**config.mk**
```make
export PLATFORM = sky130hd
export DESIGN_NAME = ddr4_cmd_gen
export DESIGN_NICKNAME = d
export VERILOG_FILES = /design/src/rtl/ddr4_cmd_gen.sv
export SDC_FILE = /design/constraint.sdc
export NUM_CORES = 1
export LEC_CHECK = 0
export CORE_UTILIZATION = 54
export CTS_CLUSTER_DIAMETER = 200
export DETAILED_ROUTE_END_ITERATION = 12
export PLACE_DENSITY = 0.8
export SLEW_MARGIN = 30
export SYNTH_ARGS = -nofsm -noshare
export SYNTH_HDL_FRONTEND = slang
export SYNTH_SLANG_ARGS = --single-unit
```
**constraint.sdc**
```tcl
create_clock -name ck2x -period 2.75 [get_ports ck2x]
set_clock_uncertainty 0.2 [all_clocks]
set_input_delay 0.275 -clock ck2x [delete_from_list [all_inputs] [get_ports ck2x]]
set_output_delay 0.275 -clock ck2x [all_outputs]
set_load 0.02 [all_outputs]
```
**src/rtl/ddr4_cmd_gen.sv**
```systemverilog
// ddr4_cmd_gen: single-rank DDR4 command sequencer with an open-row table.
//
// Accepts one read/write request at a time and issues the command sequence
// PRE -> ACT -> RD/WR as needed. The sequence depends on whether the
// target bank is closed, open on the same row, or open on another row.
// Each command lasts one cycle. DES is driven in every other cycle.
//
// Ports:
//   ck2x        in   sole clock, all logic on posedge
//   reset_n     in   synchronous active-low reset
//   req_valid   in   request valid
//   req_ready   out  request accepted when req_valid && req_ready
//   req_wr      in   1 = write, 0 = read
//   req_bg      in   bank group
//   req_ba      in   bank within group
//   req_row     in   row address
//   req_col     in   column address
//   stall       in   DIMM back-pressure; holds PRE/ACT/CAS and drives DES
//   cke         out  clock enable, rises the first cycle after reset release
//   cs_n        out  chip select
//   act_n       out  activate
//   A           out  row (ACT) or {ras_n,cas_n,we_n} in A[16:14] plus column
//   bg, ba      out  bank group / bank of the current command
//   cas_issued  out  one-cycle pulse on every RD/WR issue
//
// Optional feature: define AUTO_PRECHARGE_EN to issue RDA/WRA (A10=1).
// Each access then closes its bank, so every access takes the ACT path.
// A must be at least 17 bits wide and COLWIDTH at most 10.
module ddr4_cmd_gen #(
    parameter int unsigned BGWIDTH   = 2,
    parameter int unsigned BAWIDTH   = 2,
    parameter int unsigned ADDRWIDTH = 17,
    parameter int unsigned COLWIDTH  = 10,
    parameter int unsigned TRP       = 4,
    parameter int unsigned TRCD      = 4,
    parameter int unsigned TCCD      = 4
) (
    input  logic                 ck2x,
    input  logic                 reset_n,
    input  logic                 req_valid,
    output logic                 req_ready,
    input  logic                 req_wr,
    input  logic [BGWIDTH-1:0]   req_bg,
    input  logic [BAWIDTH-1:0]   req_ba,
    input  logic [ADDRWIDTH-1:0] req_row,
    input  logic [COLWIDTH-1:0]  req_col,
    input  logic                 stall,
    output logic                 cke,
    output logic                 cs_n,
    output logic                 act_n,
    output logic [ADDRWIDTH-1:0] A,
    output logic [BGWIDTH-1:0]   bg,
    output logic [BAWIDTH-1:0]   ba,
    output logic                 cas_issued
);

    localparam int unsigned BKWIDTH = BGWIDTH + BAWIDTH;
    localparam int unsigned NBANK   = 1 << BKWIDTH;

    localparam logic [3:0] RP_WAIT  = 4'(TRP - 1);
    localparam logic [3:0] RCD_WAIT = 4'(TRCD - 1);

    // The CAS cycle, WAIT_CCD and the IDLE accept cycle together span TCCD.
    // Back-to-back row hits therefore issue exactly TCCD cycles apart.
`ifdef AUTO_PRECHARGE_EN
    localparam int   CCD_RAW = int'(TCCD) + int'(TRP) - 2;
    localparam logic CAS_A10 = 1'b1;
`else
    localparam int   CCD_RAW = int'(TCCD) - 2;
    localparam logic CAS_A10 = 1'b0;
`endif
    localparam int         CCD_SAT  = (CCD_RAW < 0) ? 0 : ((CCD_RAW > 15) ? 15 : CCD_RAW);
    localparam logic [3:0] CCD_WAIT = 4'(CCD_SAT);

    typedef enum logic [2:0] {
        IDLE,
        PRE,
        WAIT_RP,
        ACT,
        WAIT_RCD,
        CAS,
        WAIT_CCD
    } state_t;

    state_t                 r_state, w_state_nxt;
    logic [3:0]             r_cnt, w_cnt_nxt;
    logic                   r_cke;
    logic                   r_rdy_en;
    logic                   r_wr;
    logic [BGWIDTH-1:0]     r_bg;
    logic [BAWIDTH-1:0]     r_ba;
    logic [ADDRWIDTH-1:0]   r_row;
    logic [COLWIDTH-1:0]    r_col;
    logic [NBANK-1:0]       r_valid;
    logic [ADDRWIDTH-1:0]   r_rows [NBANK];

    logic [BKWIDTH-1:0]     w_req_bank;
    logic [BKWIDTH-1:0]     w_lat_bank;
    logic                   w_accept;
    logic                   w_set;
    logic                   w_clr;

    assign w_req_bank = {req_bg, req_ba};
    assign w_lat_bank = {r_bg, r_ba};
    assign cke        = r_cke;

    always_ff @(posedge ck2x) begin
        if (!reset_n) begin
            r_state  <= IDLE;
            r_cnt    <= '0;
            r_cke    <= 1'b0;
            r_rdy_en <= 1'b0;
            r_valid  <= '0;
            r_wr     <= 1'b0;
            r_bg     <= '0;
            r_ba     <= '0;
            r_row    <= '0;
            r_col    <= '0;
        end else begin
            r_state  <= w_state_nxt;
            r_cnt    <= w_cnt_nxt;
            r_cke    <= 1'b1;
            // Requests are allowed one cycle after cke rises.
            r_rdy_en <= r_cke;
            if (w_accept) begin
                r_wr  <= req_wr;
                r_bg  <= req_bg;
                r_ba  <= req_ba;
                r_row <= req_row;
                r_col <= req_col;
            end
            if (w_set) begin
                r_valid[w_lat_bank] <= 1'b1;
            end else if (w_clr) begin
                r_valid[w_lat_bank] <= 1'b0;
            end
        end
    end

    // Row storage needs no reset; the valid bits qualify every lookup.
    always_ff @(posedge ck2x) begin
        if (w_set) begin
            r_rows[w_lat_bank] <= r_row;
        end
    end

    always_comb begin
        w_state_nxt = r_state;
        w_cnt_nxt   = r_cnt;
        w_accept    = 1'b0;
        w_set       = 1'b0;
        w_clr       = 1'b0;
        req_ready   = 1'b0;
        cs_n        = 1'b1;
        act_n       = 1'b1;
        A           = '0;
        bg          = '0;
        ba          = '0;
        cas_issued  = 1'b0;

        unique case (r_state)
            IDLE: begin
                req_ready = r_rdy_en && !stall;
                if (req_valid && req_ready) begin
                    w_accept = 1'b1;
                    if (r_valid[w_req_bank] && (r_rows[w_req_bank] == req_row)) begin
                        w_state_nxt = CAS;
                    end else if (r_valid[w_req_bank]) begin
                        w_state_nxt = PRE;
                    end else begin
                        w_state_nxt = ACT;
                    end
                end
            end
            PRE: begin
                if (!stall) begin
                    cs_n      = 1'b0;
                    A[16:14]  = 3'b010;
                    bg        = r_bg;
                    ba        = r_ba;
                    w_clr     = 1'b1;
                    if (RP_WAIT == 4'd0) begin
                        w_state_nxt = ACT;
                    end else begin
                        w_state_nxt = WAIT_RP;
                        w_cnt_nxt   = RP_WAIT;
                    end
                end
            end
            WAIT_RP: begin
                if (r_cnt <= 4'd1) begin
                    w_state_nxt = ACT;
                end else begin
                    w_cnt_nxt = r_cnt - 4'd1;
                end
            end
            ACT: begin
                if (!stall) begin
                    cs_n  = 1'b0;
                    act_n = 1'b0;
                    A     = r_row;
                    bg    = r_bg;
                    ba    = r_ba;
                    w_set = 1'b1;
                    if (RCD_WAIT == 4'd0) begin
                        w_state_nxt = CAS;
                    end else begin
                        w_state_nxt = WAIT_RCD;
                        w_cnt_nxt   = RCD_WAIT;
                    end
                end
            end
            WAIT_RCD: begin
                if (r_cnt <= 4'd1) begin
                    w_state_nxt = CAS;
                end else begin
                    w_cnt_nxt = r_cnt - 4'd1;
                end
            end
            CAS: begin
                if (!stall) begin
                    cs_n                = 1'b0;
                    A[16:14]            = r_wr ? 3'b100 : 3'b101;
                    A[COLWIDTH-1:0]     = r_col;
                    A[10]               = CAS_A10;
                    bg                  = r_bg;
                    ba                  = r_ba;
                    cas_issued          = 1'b1;
`ifdef AUTO_PRECHARGE_EN
                    w_clr               = 1'b1;
`endif
                    if (CCD_WAIT == 4'd0) begin
                        w_state_nxt = IDLE;
                    end else begin
                        w_state_nxt = WAIT_CCD;
                        w_cnt_nxt   = CCD_WAIT;
                    end
                end
            end
            WAIT_CCD: begin
                if (r_cnt <= 4'd1) begin
                    w_state_nxt = IDLE;
                end else begin
                    w_cnt_nxt = r_cnt - 4'd1;
                end
            end
            default: begin
                w_state_nxt = IDLE;
            end
        endcase
    end

endmodule

```
Word-level counts from Yosys, hierarchy flattened --
Memories as Yosys holds them, arrays and structs flattened. Cells that the tools add are included.
Storage, ports and cells: flip-flop bits (word level) 57, bits in writable memories 272, input bits 36, word-level logic and storage cells 93, memories kept 1
Operators by class: $add $sub $neg 1, order comparisons 4, eq/ne operators 16, mux-type cells 45, bitwise gates (word level) 3, reductions and logical operators 13
Memories:
- r_rows | words 16, width 17, rd ports 1, clocked after memory_dff 0, write ports 1, RTL line 95 | logic [ADDRWIDTH-1:0] r_rows [NBANK];
Operator list (number):
- 2-to-1 mux 16 bit | 2
- 2-to-1 mux 3 bit | 10
- one-hot mux 11 bit (2 select lines) | 1
- one-hot mux 3 bit (7 select lines) | 1
- != test 2 bit, second input constant | 9
- equality test 17 bit | 1
- 2-to-1 mux 17 bit | 1
- AND 16 bit | 1
- 2-to-1 mux 1 bit | 16
- inverter 16 bit | 1
- bitwise OR 16 bit | 1
- 2-to-1 mux 2 bit | 6
- 2-to-1 mux 4 bit | 3
- one-hot mux 4 bit (3 select lines) | 1
- < comparator 4 x 5 -> 1 bit, second input constant | 2
- 2-to-1 mux 10 bit | 1
- equality test 3 bit, second input constant | 3
- one-hot mux 3 bit (3 select lines) | 1
- AND reduction 7 bit | 1
- equality test 3 x 2 -> 1 bit, second input constant | 2
- OR reduction 3 bit | 2
- binary-select mux 1 bit (select 4 bit) | 1
- demux 1 bit (select 4 bit) | 1
- >= comparator 4 x 1 -> 1 bit, second input constant | 1
- 10 further kinds | 13

Logic depth before layout (Yosys ltp) --
depth after elaboration 8, gate-level depth with buffers 11, mapped depth without buffers 9

Least setup slack after synthesis --
Ideal clock, no wire load.
path kind reg2reg, from register r_state[0], to memory r_rows[2][0] (enable), setup time 392 ps, arrival 2274 ps, data required time 2158 ps, slack -116 ps, stages on the path, launching flop included 8, buffers on the path 2, clock period less this slack 2866 ps, path through dfxtp_1 -> clkbuf_1 -> nand2b_1 -> clkbuf_1 -> nor2_1 -> nand2_1 -> or2_2 -> nor2_1
Between the ends: word-level cells in the longest chain between the ends 4
Ends and longest elaborated chain:
- start, declared | RTL line 85 | state_t r_state, w_state_nxt;
- start signal, assigned | RTL line 120 | r_state <= w_state_nxt;
- equality test 3 x 2 -> 1 bit | RTL line 161 | unique case (r_state)
- 2-to-1 mux 1 bit | RTL line 161
- 2-to-1 mux 1 bit | RTL line 142 | if (w_set) begin
- 2-to-1 mux 1 bit (implied by the code) | RTL line 143 | r_rows[w_lat_bank] <= r_row;
- end, declared | RTL line 95
No other way between the ends.

Worst setup path after layout --
from register r_cnt[0], to register r_state[2]
Between the ends: word-level cells in the longest chain between the ends 3, elaborated cells on any way between the ends 5, those cells by class order compare: 1; eq/ne: 3; reduce/logical: 1
Ends and longest elaborated chain:
- start, declared | RTL line 86 | logic [3:0] r_cnt, w_cnt_nxt;
- start signal, assigned | RTL line 121 | r_cnt <= w_cnt_nxt;
- <= comparator 4 x 1 -> 1 bit * | RTL line 191, 214, 241
- != test 2 bit (no source line)
- AND reduction 7 bit (no source line) *
Every way passes the cells marked *; elsewhere a longest branch is shown, timed or not. A chain may end at the register's enable or synchronous reset.

==> impl_results.rst <==
.. list-table::
   :header-rows: 1

   * - Metric
     - Value
   * - Run status
     - complete, no violations
   * - Storage element area
     - 9310 um^2
   * - Most numerous cell types in the synthesized netlist
     - 272 x sky130_fd_sc_hd__edfxtp_1, 97 x sky130_fd_sc_hd__nand2_1, 74 x sky130_fd_sc_hd__mux4_2
   * - Synthesized-area fraction occupied by xor and xnor cells
     - 0.01939
   * - Startpoint type of the worst setup path
     - register
   * - Setup-failing EPs final
     - 0
   * - Number of different library cells in the post-synthesis netlist
     - 57
   * - Number of nets in the final layout
     - 1,015
   * - Synthesized instance count
     - 834
   * - DIE WIDTH
     - 160.4 um
   * - Sinks on Clock Net
     - 329
   * - Async S/R FF share, synth
     - 0
   * - Worst supply voltage drop on vdd
     - 506.9 uV
   * - Dpl hpwl
     - 22,060 um
   * - Number of nets with antenna violations after routing
     - 0
   * - Clk root buf
     - sky130_fd_sc_hd__clkbuf_16
   * - Class of the worst hold path
     - in -> reg
   * - Simple logic cell fraction of the synthesized area
     - 0.07283
   * - Post-layout total power
     - 11.32 mW
   * - Setup WS pre-CTS
     - -0.1127 ns
   * - Most instantiated flip-flop cell in the synthesis netlist
     - sky130_fd_sc_hd__edfxtp_1
   * - Die area
     - 25,740 um^2
   * - Most used standard cell by instance count after synthesis
     - sky130_fd_sc_hd__edfxtp_1
   * - Clk slew on worst S/H paths
     - 0.07 ns
   * - Final routed wirelength across all metal layers
     - 33,670 um
   * - Final number of hold-violating endpoints
     - 0
   * - Filler Cells Inserted
     - 1,590
   * - Die Height
     - 160.4 um
   * - Antenna violations before repair
     - 0
   * - Number of buffers created by CTS
     - 31
   * - Post CTS Setup Buffer Count
     - 0
   * - Number of rows created at floorplan
     - 57
   * - Clock H-tree levels
     - 1
   * - Flops & latches, synth
     - 329
   * - Source-to-sink clock delay at the later pin of the worst-skew pair
     - 0.57 ns
   * - Floorplan core area
     - 24,460 um^2
   * - Static leakage
     - 5.488 nW
   * - Initial core utilization
     - 0.5541
   * - Top fanout value on the critical path
     - 4
   * - Initial DRC count
     - 914
   * - Fmax
     - 369.5 MHz
   * - Portion of the post-synthesis area used by sequential elements
     - 0.6868
   * - Arrival time of the worst setup path
     - 2.99 ns
   * - Maximum number of pins on one net before global-route repair
     - 56
   * - Pwr Density
     - 691.1 nW/um^2
   * - Area share of the largest cell type after synthesis
     - 0.6026
   * - First-pass DRT Iterations
     - 5
   * - Clock tree from TritonCTS
     - yes
   * - First-pass GRT wire length
     - 50,270 um
   * - Mean instance size in the synthesized netlist
     - 16.25 um^2
   * - Post-synthesis compound-gate area fraction
     - 0.05031
   * - Adder-cell share of the synthesized area
     - 0.001846
   * - I/O pin count
     - 62
   * - Leftover overflow at the end of global routing
     - 0
   * - Crit path required time
     - 3.04 ns
   * - Antenna Diode Count
     - 0
   * - Multiplexer area fraction after synthesis
     - 0.1481
   * - Worst slew margin
     - 0.5647
   * - Cell taking the most area after synthesis
     - sky130_fd_sc_hd__edfxtp_1
   * - CP endpoint kind
     - register
   * - Fraction of layout instances using a drive strength above 1
     - 0.2525
   * - Cell area after technology mapping
     - 13,550 um^2
   * - Tightest Pin Transition
     - 0.6521 ns
   * - Classification of the worst setup path
     - reg -> reg
   * - Combinational family with the most area after synthesis
     - multiplexers
   * - Syn_nets
     - 872
   * - Count of flip-flops with a built-in enable after synthesis
     - 272
   * - Gr usage total
     - 0.2683
   * - Tmin final
     - 2.706 ns
   * - Count of pins over their slew limit
     - 0
   * - Reported max-cap violation count
     - 0
   * - Setup repair after global routing missed its margin
     - yes
   * - Final WS setup
     - 0.04354 ns
   * - Count of vias placed by the detailed router
     - 8,125
   * - Routability congestion estimate from global placement
     - 0.8929
   * - Number of warning messages in the yosys log
     - 0
   * - Avg WL per Cell
     - 25.39 um
   * - Vias in the first global route
     - 8,318
   * - Maximum buffer depth of the clock tree
     - 3
   * - Remaining DRCs
     - 0
   * - Port-buffer cells
     - 61
   * - Multi-input gate area in the final layout
     - 4018 um^2
   * - Routed vias/inst
     - 6.127
   * - Accumulated negative setup slack
     - 0 ns
   * - Top post-synthesis cells by area
     - sky130_fd_sc_hd__edfxtp_1 60%, sky130_fd_sc_hd__mux4_2 12%, sky130_fd_sc_hd__dfxtp_1 8.4%, sky130_fd_sc_hd__nand2_1 2.7%, sky130_fd_sc_hd__mux2i_1 2.1%
   * - Worst hold slack across all endpoints
     - 0.05166 ns
   * - P&R area growth vs syn
     - 20.90%
   * - Period Utilization, post-route
     - 0.9842
## where the power goes
part / switching (mW) / internal [mW] / leakage (nW) / total [mW]
combinational: 0.712 / 0.546 / 2.07 / 1.26
sequential: 0.0582 / 5.44 / 2.88 / 5.50
clock: 1.81 / 2.76 / 0.537 / 4.57
total: 2.58 / 8.75 / 5.49 / 11.3
## registers in the layout (all words and copies together), names as in the netlist, named ones only
name      count
r_ba          2
r_rdy_en      1
r_bg          2
cke           1
r_rows      272
r_col        10
r_wr          1
r_state       3
r_row        17
r_cnt         4
## cell usage in the layout (no fill, tap or decap), drive strengths merged, types with 3 or more instances in the layout
master and n:
edfxtp 272, buf 101, nand2 97, mux4 75, dfxtp 57, clkbuf 42
clkdlybuf4s50 38, a21boi 35, nor2 32, mux2i 28, nor2b 24, xnor2 20
a21oi 20, nand3 11, a22o 11, xor2 10, dlygate4sd2 10, o21ai 10
inv 10, and2 9, clkinv 9, clkdlybuf4s15 8, nor3 7, and3 6
bufinv 6, a211oi 4, nor4 3, mux2 3, or3 3, nand4 3
nand2b 3
## per-layer routing
layer | part of all wire | up-vias | routed length (um) | track usage
met3 | 0.098 | 74 | 3308 | 0.05217
met5 | 0 | - | 0 | 0
met2 | 0.49 | 475 | 16590 | 0.4353
li1 | - | 3502 | - | -
met1 | 0.38 | 4074 | 12730 | 0.3627
met4 | 0.031 | 0 | 1044 | 0.1000
## critical path, cell delays in order (launching register included)
cell	delay, ns
sky130_fd_sc_hd__dfxtp_1	0.35
sky130_fd_sc_hd__inv_2	0.09
sky130_fd_sc_hd__ha_1	0.17
sky130_fd_sc_hd__nor2_1	0.07
sky130_fd_sc_hd__or4b_2	0.64
sky130_fd_sc_hd__a21oi_1	0.16
sky130_fd_sc_hd__o221a_2	0.25
sky130_fd_sc_hd__nand3_1	0.08
sky130_fd_sc_hd__or4_1	0.47
sky130_fd_sc_hd__o21ai_1	0.15
## kinds of logic (layout without fill, tap and decap cells)
group / count (synthesis) / count (layout)
DFF: 329 / 329
adders and majority gates: 2 / 2
xor gates and xnor gates: 30 / 30
muxes: 106 / 106
AOI/OAI and AO/OA: 97 / 97
buffers and inverters: 60 / 228
and+or+nand+nor: 210 / 210
## stage by stage
step / instances / instance area (um^2) / util
5_1_grt: 1326 / 16390 / 0.6699
2_1_floorplan: 834 / 13560 / -
3_3_place_gp: 1267 / 15260 / 0.6239
3_5_place_dp: 1267 / 15260 / 0.6239
6_report: 1326 / 16390 / 0.6699
4_1_cts: 1326 / 16370 / 0.6693
## final timing paths
check	startpoint	to	slack [ns]	cells past startpoint
worst min-delay path	reset_n	cke$_DFF_P_	0.05	2
worst min register to register	r_col[0]$_SDFFE_PN0P_	r_col[0]$_SDFFE_PN0P_	0.26	2
worst max-delay path	r_cnt[0]$_SDFFE_PN0P_	r_state[2]$_SDFFE_PN0P_	0.04	9
worst max register to register	r_cnt[0]$_SDFFE_PN0P_	r_state[2]$_SDFFE_PN0P_	0.04	9
## final cells by class
type / count / area share
clock buffer: 42 / 0.05230
clock inverter: 16 / 0.01573
inverter: 11 / 0.002520
multi-input combinational: 445 / 0.2452
sequential: 329 / 0.5681
tap: 324 / 0.02474
timing repair buffer: 159 / 0.09140
## repair_timing
item,CTS,global route
hold endpoints to repair,1,0
endpoints found under the setup margin,24,22
resized for setup,23,10
hold buffers,1,0
No activity file was read; power rests on OpenSTA's default activity.
